## config.mk

```make
export PLATFORM = sky130hd
export DESIGN_NAME = scanout_fetcher
export DESIGN_NICKNAME = d
export VERILOG_FILES = /design/src/rtl/scanout_fetcher.sv
export SDC_FILE = /design/constraint.sdc
export NUM_CORES = 1
export LEC_CHECK = 0
export ABC_AREA = 0
export CORE_ASPECT_RATIO = 1.2
export CORE_MARGIN = 2
export CORE_UTILIZATION = 55
export DETAILED_ROUTE_END_ITERATION = 7
export DONT_BUFFER_PORTS = 1
export GPL_TIMING_DRIVEN = 1
export HOLD_SLACK_MARGIN = 0.1
export PLACE_DENSITY = 0.73
export SKIP_CTS_REPAIR_TIMING = 1
export SYNTH_ARGS = -nofsm -noshare
export SYNTH_HDL_FRONTEND = slang
export SYNTH_SLANG_ARGS = --single-unit
export TNS_END_PERCENT = 1
```

## constraint.sdc

```tcl
create_clock -name Clk -period 2.7 [get_ports Clk]
set_clock_uncertainty 0.15 [all_clocks]
set_input_delay 0.675 -clock Clk [delete_from_list [all_inputs] [get_ports Clk]]
set_output_delay 0.675 -clock Clk [all_outputs]
set_load 0.005 [all_outputs]
```

## src/rtl/scanout_fetcher.sv

```systemverilog
// rtl/scanout_fetcher.sv - streams a frame of bytes from paged memory into a show-ahead pixel FIFO
// Optional: define UNDERRUN_REPEAT_EN to hold the last popped byte on PixelData while the FIFO is empty.
module scanout_fetcher #(
   parameter int A      = 18,
   parameter int P      = 1,
   parameter int DEPTH  = 16,
   parameter int RD_LAT = 2
) (
   input  logic           Clk,
   input  logic           Reset,
   input  logic           FrameStart,
   input  logic [A-1:0]   BaseAddress,
   input  logic [P-1:0]   BasePage,
   input  logic [A+P-1:0] FrameBytes,
   output logic [A-1:0]   MemAddress,
   output logic [P-1:0]   MemPageMux,
   output logic           MemRead,
   input  logic [7:0]     MemDataIn,
   output logic [7:0]     PixelData,
   output logic           PixelValid,
   input  logic           PixelReady,
   output logic           FrameDone,
   output logic           Underrun
);
   localparam int PW = $clog2(DEPTH);
   localparam int CW = PW + 1;

   typedef enum logic [1:0] {S_IDLE, S_FETCH, S_DRAIN} state_t;

   state_t            state_q, state_d;
   logic [A+P-1:0]    cursor_q, cursor_d;
   logic [A+P-1:0]    remaining_q, remaining_d;
   logic [RD_LAT-1:0] tokens_q, tokens_d;
   logic [PW-1:0]     rd_ptr_q, rd_ptr_d;
   logic [PW-1:0]     wr_ptr_q, wr_ptr_d;
   logic [CW-1:0]     count_q, count_d;
   logic              underrun_q, underrun_d;
   logic              done_q, done_d;
   logic [7:0]        fifo_q [DEPTH];
   logic              mem_read, push, pop, fifo_we;
   logic [31:0]       inflight;
   logic [7:0]        head;
`ifdef UNDERRUN_REPEAT_EN
   logic [7:0]        last_q, last_d;
`endif

   assign head = fifo_q[rd_ptr_q];

   always_comb begin
      state_d     = state_q;
      cursor_d    = cursor_q;
      remaining_d = remaining_q;
      rd_ptr_d    = rd_ptr_q;
      wr_ptr_d    = wr_ptr_q;
      count_d     = count_q;
      underrun_d  = underrun_q;
      done_d      = 1'b0;
`ifdef UNDERRUN_REPEAT_EN
      last_d      = last_q;
`endif
      inflight = '0;
      for (int i = 0; i < RD_LAT; i++) inflight = inflight + 32'(tokens_q[i]);

      // Reads already in flight reserve their FIFO slot, so a token push can never overflow.
      mem_read = (state_q == S_FETCH) && !FrameStart && (remaining_q != '0)
                 && ((32'(count_q) + inflight) < 32'(DEPTH));
      tokens_d = RD_LAT'({tokens_q, mem_read});
      push     = tokens_q[RD_LAT-1];
      pop      = (count_q != '0) && PixelReady;
      fifo_we  = push && !FrameStart;

      if (mem_read) begin
         // {page, address} as one counter: address wrap carries into the page.
         cursor_d    = cursor_q + (A+P)'(1);
         remaining_d = remaining_q - (A+P)'(1);
         if (remaining_q == (A+P)'(1)) state_d = S_DRAIN;
      end

      if (push) wr_ptr_d = wr_ptr_q + PW'(1);
      if (pop) begin
         rd_ptr_d = rd_ptr_q + PW'(1);
`ifdef UNDERRUN_REPEAT_EN
         last_d   = head;
`endif
      end
      if (push && !pop)      count_d = count_q + CW'(1);
      else if (pop && !push) count_d = count_q - CW'(1);

      if ((state_q != S_IDLE) && PixelReady && (count_q == '0)) underrun_d = 1'b1;

      if ((state_q == S_DRAIN) && (count_q == '0) && (inflight == '0)) begin
         state_d = S_IDLE;
         done_d  = 1'b1;
      end

      // A new frame overrides everything, including an abort of the current one.
      if (FrameStart) begin
         cursor_d    = {BasePage, BaseAddress};
         remaining_d = FrameBytes;
         tokens_d    = '0;
         rd_ptr_d    = '0;
         wr_ptr_d    = '0;
         count_d     = '0;
         underrun_d  = 1'b0;
         done_d      = 1'b0;
`ifdef UNDERRUN_REPEAT_EN
         last_d      = 8'h00;
`endif
         state_d     = (FrameBytes == '0) ? S_DRAIN : S_FETCH;
      end
   end

   always_ff @(posedge Clk or posedge Reset) begin
      if (Reset) begin
         state_q     <= S_IDLE;
         cursor_q    <= '0;
         remaining_q <= '0;
         tokens_q    <= '0;
         rd_ptr_q    <= '0;
         wr_ptr_q    <= '0;
         count_q     <= '0;
         underrun_q  <= 1'b0;
         done_q      <= 1'b0;
`ifdef UNDERRUN_REPEAT_EN
         last_q      <= 8'h00;
`endif
      end else begin
         state_q     <= state_d;
         cursor_q    <= cursor_d;
         remaining_q <= remaining_d;
         tokens_q    <= tokens_d;
         rd_ptr_q    <= rd_ptr_d;
         wr_ptr_q    <= wr_ptr_d;
         count_q     <= count_d;
         underrun_q  <= underrun_d;
         done_q      <= done_d;
`ifdef UNDERRUN_REPEAT_EN
         last_q      <= last_d;
`endif
      end
   end

   always_ff @(posedge Clk) begin
      if (fifo_we) fifo_q[wr_ptr_q] <= MemDataIn;
   end

   assign MemAddress = cursor_q[A-1:0];
   assign MemPageMux = cursor_q[A+P-1:A];
   assign MemRead    = mem_read;
   assign PixelValid = (count_q != '0);
   assign FrameDone  = done_q;
   assign Underrun   = underrun_q;
`ifdef UNDERRUN_REPEAT_EN
   assign PixelData  = PixelValid ? head : last_q;
`else
   assign PixelData  = PixelValid ? head : 8'h00;
`endif

endmodule

```

==> results.toml, run 1 <==
[run_status]
status = "complete, but fails checks"
violations = "negative setup slack"

[floorplan]
fp.dieH_um = 139.3
num_io_pins = 81
fp.dieW_um = 116.8
num_rows = 49
dieArea_um2 = 16270
core_um2 = 14960
initial_core_util_pct = 56.10

[sta]
period_share_pct = 116.2
max_slew_margin_pct = 58.07
timing.hold.ws_ns = 0.1720
worstMarginPinSlew_ns = 0.6245
drv_slew = 0
period_minus_slack_ns = 3.138
layout_setup_ws_ns = -0.4376
finalSetupViolCount = 10
timing_hold_violations_final = 0
rsz0062_at_grt = "yes"
max_freq_mhz = 318.7

[routing]
wl_per_cell_um = 22.97
route.detailed.drc = 0
route.antenna.remaining_nets = 0
drt_iter0_markers = 462
vias = 5281
routed_wl_mm = 19.32
drtPass1Iterations = 4
drt-vias-per-instance = 6.279

[global_routing]
antenna_found_initial = 0
grt_usage_pct = 25.21
grt_pass1_vias = 5491
grt_overflow = 0
grt_max_degree = 67
grt_pass1_wl_mm = 30.46

[clocking]
clock-sinks = 185
clk_pin_slew_ns = 0.07
clk_path_buf_depth = 2
cts_tree = "built"
ctsHtreeMaxLevel = 4
numCtsBuffers = 17
cts_root_buffer = "clkbuf_16"
clock_latency_ns = 0.43

[min_path]
min-delay-path-class = "in2reg"
hp-start = "FrameStart"
min_path_cells = 1
hold_end = "count_q[4]$_DFFE_PP0P_"

[placed_design]
dpl.hpwl_mm = 12.52
place_congestion = 0.8758
io_buffers = 0

[logic_synthesis]
synth_common_cells = "edfxtp_1, dfrtp_1, nand2_1"
ys_ff_latch = 185
synth_cells = 586
avgSynthCellArea_um2 = 14.32
ys_types = 59
yosys.area.top_type_share_pct = 45.80
synth_edf_count = 128
yosysTopAreaCell = "edfxtp_1"
synth_ff_type = "edfxtp_1"
syn_nets = 653
netlist_area_um2 = 8392
ys_seq_area_share_pct = 62.80
ys_async_sr_fraction_pct = 30.81
synth_area_leaders = "edfxtp_1, dfrtp_1, mux4_2"
synth.most_common_cell = "edfxtp_1"
yosys_warnings = 0

[power]
swShare_pct = 29.03
switching_power_uw = 2368
power_frac_comb_pct = 25.9
ir_drop_uv = 419.8
p_int_uw = 5788
fin_total_pwr_uw = 8156
power_frac_clock_pct = 31.7
power_density_nw_per_um2 = 850.0
p_seq_share_pct = 42.4
p_leak_uw = 0.003398

[layout]
nNetsFinal = 691
diodes = 0
syn_to_final_growth_pct = 14.34
drive_gt1_share_pct = 22.14

[job]
cap_violations = 0

[worst_setup_path]
r2r-start = "count_q[3]$_DFFE_PP0P_"
start_kind = "register"
cp_max_fo = 6
reg2reg_to = "count_q[4]$_DFFE_PP0P_"
crit_type = "reg2out"
worstPathArrival_ns = 2.31
r2r_cells = 9
required_ns = 1.88
endpoint_kind = "output pin"
r2r_slack_ns = -0.14
==> sequential cells by signal, summed over array words and instances, names as in the netlist, 2 cells and up <==
signal and count:
fifo_q 128, remaining_q 19, count_q 5, rd_ptr_q 4, tokens_q 2, state_q 2
wr_ptr_q 4, cursor_q 19
==> routing by layer <==
metal,vias to the layer above,GRT usage (%),part of all wire (%)
li1,2352,-,-
met1,2685,30.64,37
met2,206,43.17,54
met3,38,5.923,6.6
met4,0,9.907,2.2
met5,-,0,0
==> kinds of logic after synthesis <==
group | Yosys count | share of synthesized area (%)
XOR/XNOR | 15 | 1.566
AO/OA/AOI/OAI | 98 | 8.514
flip-flops | 185 | 62.80
AND/OR/NAND/NOR | 177 | 10.68
multiplexers | 46 | 11.45
buffers and inverters | 48 | 2.371
adder cells (fa/ha/maj) | 17 | 2.624
==> critical path, stage by stage (launching register included) <==
cell     delay [ns]
dfrtp_2        0.46
buf_4          0.22
mux4_2         0.52
mux4_2         0.49
and2_1         0.19
==> final cells by class <==
class | instances | area (µm²)
clock inverter | 13 | 182.7
inverter | 20 | 80.08
clock buffer | 19 | 432.9
timing repair buffer | 47 | 412.9
multi-input combinational | 353 | 2959
tap | 204 | 255.2
sequential | 185 | 5273
fill | 1110 | 5364
==> through the flow <==
step,setup WS [ns],setup TNS [ns],util [%],area [µm²],std cells
after floorplan,-0.1524,-0.2175,-,8417,586
after global placement,-0.01233,-0.01233,59.74,8936,808
after detailed placement,-0.06680,-0.06909,59.74,8936,808
after CTS,-0.4988,-3.939,63.85,9552,840
after global routing,-0.4973,-4.239,64.14,9595,841
final,-0.4376,-3.590,64.14,9595,841
==> layout by cell type, fill, tap and decap left out, types with 7 or more instances in the layout <==
master / n
a221o_1: 9
o311ai_0: 9
edfxtp_1: 128
nor3_1: 9
clkbuf_16: 17
buf_4: 40
o21ai_0: 18
nor2_1: 44
nand3_1: 17
mux4_2: 40
a21o_1: 7
dfrtp_1: 55
xnor2_1: 9
nand2_1: 44
or2_2: 8
ha_1: 16
and2_1: 8
a21oi_1: 12
or3_1: 11
inv_1: 17
==> power by group through the flow <==
stage / clock [µW] / combinational, µW / sequential, µW
6_report: 2580 / 2110 / 3460
3_5_place_dp: 0 / 2020 / 3510
2_1_floorplan: 0 / 1510 / 3450
5_1_grt: 2740 / 2310 / 3490
4_1_cts: 2610 / 2070 / 3450
3_3_place_gp: 0 / 1960 / 3490
==> worst max-delay path by stage <==
stage,start,to,slack [ns],cells past startpoint
2_1_floorplan,count_q[3]$_DFFE_PP0P_,count_q[4]$_DFFE_PP0P_,-0.15,9
3_3_place_gp,count_q[3]$_DFFE_PP0P_,count_q[4]$_DFFE_PP0P_,-0.01,9
3_5_place_dp,count_q[3]$_DFFE_PP0P_,count_q[4]$_DFFE_PP0P_,-0.07,9
4_1_cts,rd_ptr_q[0]$_DFFE_PP0P_,PixelData[1],-0.50,4
5_1_grt,rd_ptr_q[0]$_DFFE_PP0P_,PixelData[5],-0.50,4
6_report,rd_ptr_q[0]$_DFFE_PP0P_,PixelData[5],-0.44,4
(Power assumes the default switching activity.)
==> run 2: changes to the inputs <==
Settings changed: MAX_ROUTING_LAYER set to met4.
==> run 2 against run 1 <==
  * The flow still finishes with violations (negative setup slack)
  * Register-to-register slack is essentially flat
  * Design area stayed put
  * Sequential power about the same
  * Utilization stayed put
  * Global-route usage up 0.82 points
  * Via count hardly changed
==> results.toml, run 2 (synthesis results as in run 1) <==
[routing]
route.antenna.remaining_nets = 0
drt_iter0_markers = 444
route.detailed.drc = 0
drtPass1Iterations = 5
vias = 5279
routed_wl_mm = 19.42
drt-vias-per-instance = 6.277
wl_per_cell_um = 23.09

[worst_setup_path]
max_stage_delay_ns = 0.52
critPathSlowestCell = "mux4_2"
cp_top_family = "multiplexers"
r2r-start = "count_q[3]$_DFFE_PP0P_"
r2r_cells = 9
cp_cell_sequence = "buf_4, mux4_2, mux4_2, and2_1"
crit_path_frequent_cell = "mux4_2"
start_kind = "register"
cp.depth = 4
cp_max_fo = 6
cp.buffers_inverters = 1
crit_type = "reg2out"
worstPathArrival_ns = 2.31
required_ns = 1.88
crit_start = "rd_ptr_q[0]$_DFFE_PP0P_"
endpoint_kind = "output pin"

[power]
power_frac_clock_pct = 31.7
p_int_uw = 5788
switching_power_uw = 2380
power_density_nw_per_um2 = 851.3
fin_total_pwr_uw = 8169
swShare_pct = 29.14
p_seq_share_pct = 42.4
ir_drop_uv = 426.6
power_frac_comb_pct = 25.9
p_leak_uw = 0.003398

[clocking]
clock_latency_ns = 0.43
clock-sinks = 185
numCtsBuffers = 17
clk_pin_slew_ns = 0.07
cts_tree = "built"
clk_path_buf_depth = 2
cts_root_buffer = "clkbuf_16"
ctsHtreeMaxLevel = 4

[placed_design]
place_ws_ns = -0.06680
dpl.hpwl_mm = 12.52
place_congestion = 0.8902
io_buffers = 0

[sta]
layout_setup_ws_ns = -0.4329
period_share_pct = 116.0
finalSetupViolCount = 10
timing_hold_violations_final = 0
fin_tns_setup_ns = -3.597
period_minus_slack_ns = 3.133
rsz0062_at_grt = "yes"
max_slew_margin_pct = 57.74
worstMarginPinSlew_ns = 0.6294
drv_slew = 0
max_freq_mhz = 319.2

[layout]
nNetsFinal = 691
multi_input_area_um2 = 2959
reg.largest.list = "fifo_q x128, cursor_q x19, remaining_q x19"
drive_gt1_share_pct = 22.14
largest_register = "fifo_q"
fin_util_pct = 64.14
regArea_um2 = 5273
largest_register_ffs = 128
diodes = 0
final_cell_mix = "edfxtp_1, dfrtp_1, nor2_1, nand2_1"
layout_commonest_cell = "edfxtp_1"
fill_cells = 1110
syn_to_final_growth_pct = 14.34

[floorplan]
core_um2 = 14960
num_rows = 49
dieArea_um2 = 16270
initial_core_util_pct = 56.10
num_io_pins = 81
fp.dieH_um = 139.3
fp.dieW_um = 116.8

[global_routing]
grt_overflow = 0
antenna_found_initial = 0
grt_max_degree = 67
grt_usage_pct = 26.03
grt_pass1_wl_mm = 30.44
grt_pass1_vias = 5491

[min_path]
min_path_cells = 1
hp-start = "FrameStart"
min-delay-path-class = "in2reg"

[job]
cap_violations = 0

[run_status]
violations = "negative setup slack"
status = "complete, but fails checks"
-- run 2: cell counts in the layout (fill, tap and decap cells not counted) --
No cell type changed its count.
-- run 2: worst reg2reg max path, cell delays in order, from the launching register on --
cell     delay, ns
dfrtp_1       0.40
or4_4         0.56
o21ai_4       0.17
nand2_2       0.11
fa_2          0.36
a21o_1        0.19
a21o_1        0.20
or3_4         0.34
a21o_1        0.16
a21oi_1       0.14
-- run 2: layout make-up --
cell class | count | area share, %
Sequential cell | 185 | 54.95
Multi-Input combinational cell | 353 | 30.84
Clock buffer | 19 | 4.512
Timing Repair Buffer | 47 | 4.303
Tap cell | 204 | 2.660
Clock inverter | 13 | 1.904
Inverter | 20 | 0.8345
-- run 2: power groups by stage --
stage / sequential (µW) / combinational (µW) / clock (µW)
detailed placement: 3510 / 2020 / 0
floorplan: 3450 / 1510 / 0
finish: 3460 / 2120 / 2590
CTS: 3450 / 2070 / 2610
global placement: 3490 / 1960 / 0
global route: 3490 / 2310 / 2740
-- run 2: final timing paths --
check | end | slack (ns)
setup / recovery | PixelData[5] | -0.43
hold / removal | count_q[0]$_DFFE_PP0P_ | 0.17
setup reg to reg | count_q[4]$_DFFE_PP0P_ | -0.15
hold reg to reg | Underrun$_DFFE_PP0P_ | 0.39
max in group asynchronous | rd_ptr_q[0]$_DFFE_PP0P_ | 1.18
min in group asynchronous | remaining_q[14]$_DFFE_PP0P_ | 0.61
-- run 2: metrics by stage --
stage	hold slack (ns)	cells	cell area [µm²]
floorplan	0.3306	586	8417
global placement	0.3467	808	8936
detailed placement	0.3741	808	8936
CTS	0.04102	840	9552
global route	0.1346	841	9595
finish	0.1661	841	9595
-- run 2: routing by layer --
| metal | up-vias | GRT usage, % | part of all wire, % |
|---|---|---|---|
| li1 | 2347 | - | - |
| met1 | 2667 | 31.13 | 37 |
| met2 | 232 | 43.11 | 54 |
| met3 | 33 | 5.749 | 7.3 |
| met4 | 0 | 9.721 | 1.9 |
| met5 | - | - | 0 |
==> run 3: changes to the inputs <==
Settings changed: ABC_AREA 0 to not set, ABC_CLOCK_PERIOD_IN_PS set to 2700, SKIP_CTS_REPAIR_TIMING 1 to not set.
==> run 3 against run 2 <==
  * The flow still finishes with violations (negative setup slack)
  * Fmax hardly changed
  * Sequential power hardly changed
  * Register-to-register slack improved by 0.02 ns
  * Critical endpoint is now PixelData[4]
==> results.toml, run 3 (synthesis results as in run 1) <==
[routing]
routed_wl_mm = 19.49
vias = 5328
wl_per_cell_um = 23.12
dr_wl_met2_mm = 10.54
drt_iter0_markers = 518
drt-vias-per-instance = 6.320
wl_met1_mm = 7.413
route.antenna.remaining_nets = 0
route.detailed.drc = 0
top_layer = "met4"
wl_met3_mm = 1.102
drtPass1Iterations = 5

[power]
p_leak_uw = 0.003430
ir_drop_uv = 423.8
power_density_nw_per_um2 = 860.0
fin_total_pwr_uw = 8322

[clocking]
cts_root_buffer = "clkbuf_16"
clock-sinks = 185
ctsHtreeMaxLevel = 4
clock_latency_ns = 0.43
cts_tree = "built"
numCtsBuffers = 17
clk_path_buf_depth = 2
clk_pin_slew_ns = 0.07

[min_path]
min-delay-path-class = "in2reg"

[placed_design]
io_buffers = 0
place_congestion = 0.8902
dpl.hpwl_mm = 12.52
place_area_um2 = 8936

[layout]
largest_register = "fifo_q"
largest_register_ffs = 128
syn_to_final_growth_pct = 15.31
final_cell_mix = "edfxtp_1, dfrtp_1, nor2_1, nand2_1, mux4_2"
layout_commonest_cell = "edfxtp_1"
drive_gt1_share_pct = 22.69
reg.largest.list = "fifo_q x128, cursor_q x19, remaining_q x19"
stdcell_area_um2 = 9677
diodes = 0
nNetsFinal = 693

[sta]
max_slew_margin_pct = 58.06
rsz0062_at_grt = "yes"
layout_setup_ws_ns = -0.4333
fin_tns_setup_ns = -3.490
timing.hold.ws_ns = 0.1830
period_share_pct = 116.0
period_minus_slack_ns = 3.133
worstMarginPinSlew_ns = 0.6247
max_freq_mhz = 319.2
drv_slew = 0
timing_hold_violations_final = 0
finalSetupViolCount = 10

[floorplan]
num_io_pins = 81
core_um2 = 14960
num_rows = 49
fp.dieW_um = 116.8
dieArea_um2 = 16270
fp.dieH_um = 139.3
initial_core_util_pct = 56.10

[run_status]
violations = "negative setup slack"
status = "complete, but fails checks"

[worst_setup_path]
worstPathArrival_ns = 2.31
crit_type = "reg2out"
required_ns = 1.88
start_kind = "register"
endpoint_kind = "output pin"
cp_max_fo = 6

[job]
cap_violations = 0

[global_routing]
grt_pass1_wl_mm = 30.80
antenna_found_initial = 0
grt_usage_pct = 26.34
grt_overflow = 0
grt_max_degree = 67
grt_pass1_vias = 5524
==> run 3: cell count changes in the layout (fill, tap and decap cells not counted), sizes merged <==
cell | previous run | this run
buf | 46 | 48
==> run 3: power breakdown <==
part	internal (µW)	total, µW	switching (µW)
clock network	1490	2590	1100
logic	1200	2290	1090
registers	3220	3450	224
total	5910	8320	2410
==> run 3: worst max-delay path, stage by stage, from the launching register on <==
cell and delay, ns:
dfrtp_2 0.37, buf_12 0.14, buf_12 0.13, mux4_2 0.52
mux4_2 0.53, and2_4 0.19
==> run 3: layer usage <==
| metal | vias up | GRT usage [%] |
|---|---|---|
| li1 | 2352 | - |
| met1 | 2729 | 31.50 |
| met2 | 210 | 43.50 |
| met3 | 37 | 5.749 |
| met4 | 0 | 10.15 |
| met5 | - | - |
==> run 3: metrics by stage <==
stage	setup WS [ns]	cells	util, %
6_report	-0.4333	843	64.69
3_5_place_dp	-0.06680	808	59.74
4_1_cts	-0.4512	843	64.57
3_3_place_gp	-0.01233	808	59.74
2_1_floorplan	-0.1524	586	-
5_1_grt	-0.4815	843	64.69
==> run 3: worst paths after layout <==
path | start | to | slack [ns] | cells past startpoint
max | rd_ptr_q[0]$_DFFE_PP0P_ | PixelData[4] | -0.43 | 5
min reg2reg | Underrun$_DFFE_PP0P_ | Underrun$_DFFE_PP0P_ | 0.39 | 2
min | FrameStart | wr_ptr_q[1]$_DFFE_PP0P_ | 0.18 | 1
max reg2reg | count_q[3]$_DFFE_PP0P_ | count_q[4]$_DFFE_PP0P_ | -0.13 | 9
max in group asynchronous | Reset | rd_ptr_q[0]$_DFFE_PP0P_ | 1.17 | 3
min in group asynchronous | Reset | remaining_q[14]$_DFFE_PP0P_ | 0.62 | 2
==> run 3: timing repair <==
action,CTS,global route
hold endpoints to repair,25,0
hold buffers,1,0
endpoints found under the setup margin,10,11
buffers inserted,1,0
cloned,1,0
pin swaps,3,0
resized for setup,16,6
==> run 3: final cells by class <==
class	count	area [µm²]
Inverter	20	80.08
Clock buffer	19	432.9
Fill cell	1098	5283
Tap cell	204	255.2
Sequential cell	185	5271
Multi-Input combinational cell	353	2967
Clock inverter	13	182.7
Timing Repair Buffer	49	488.0
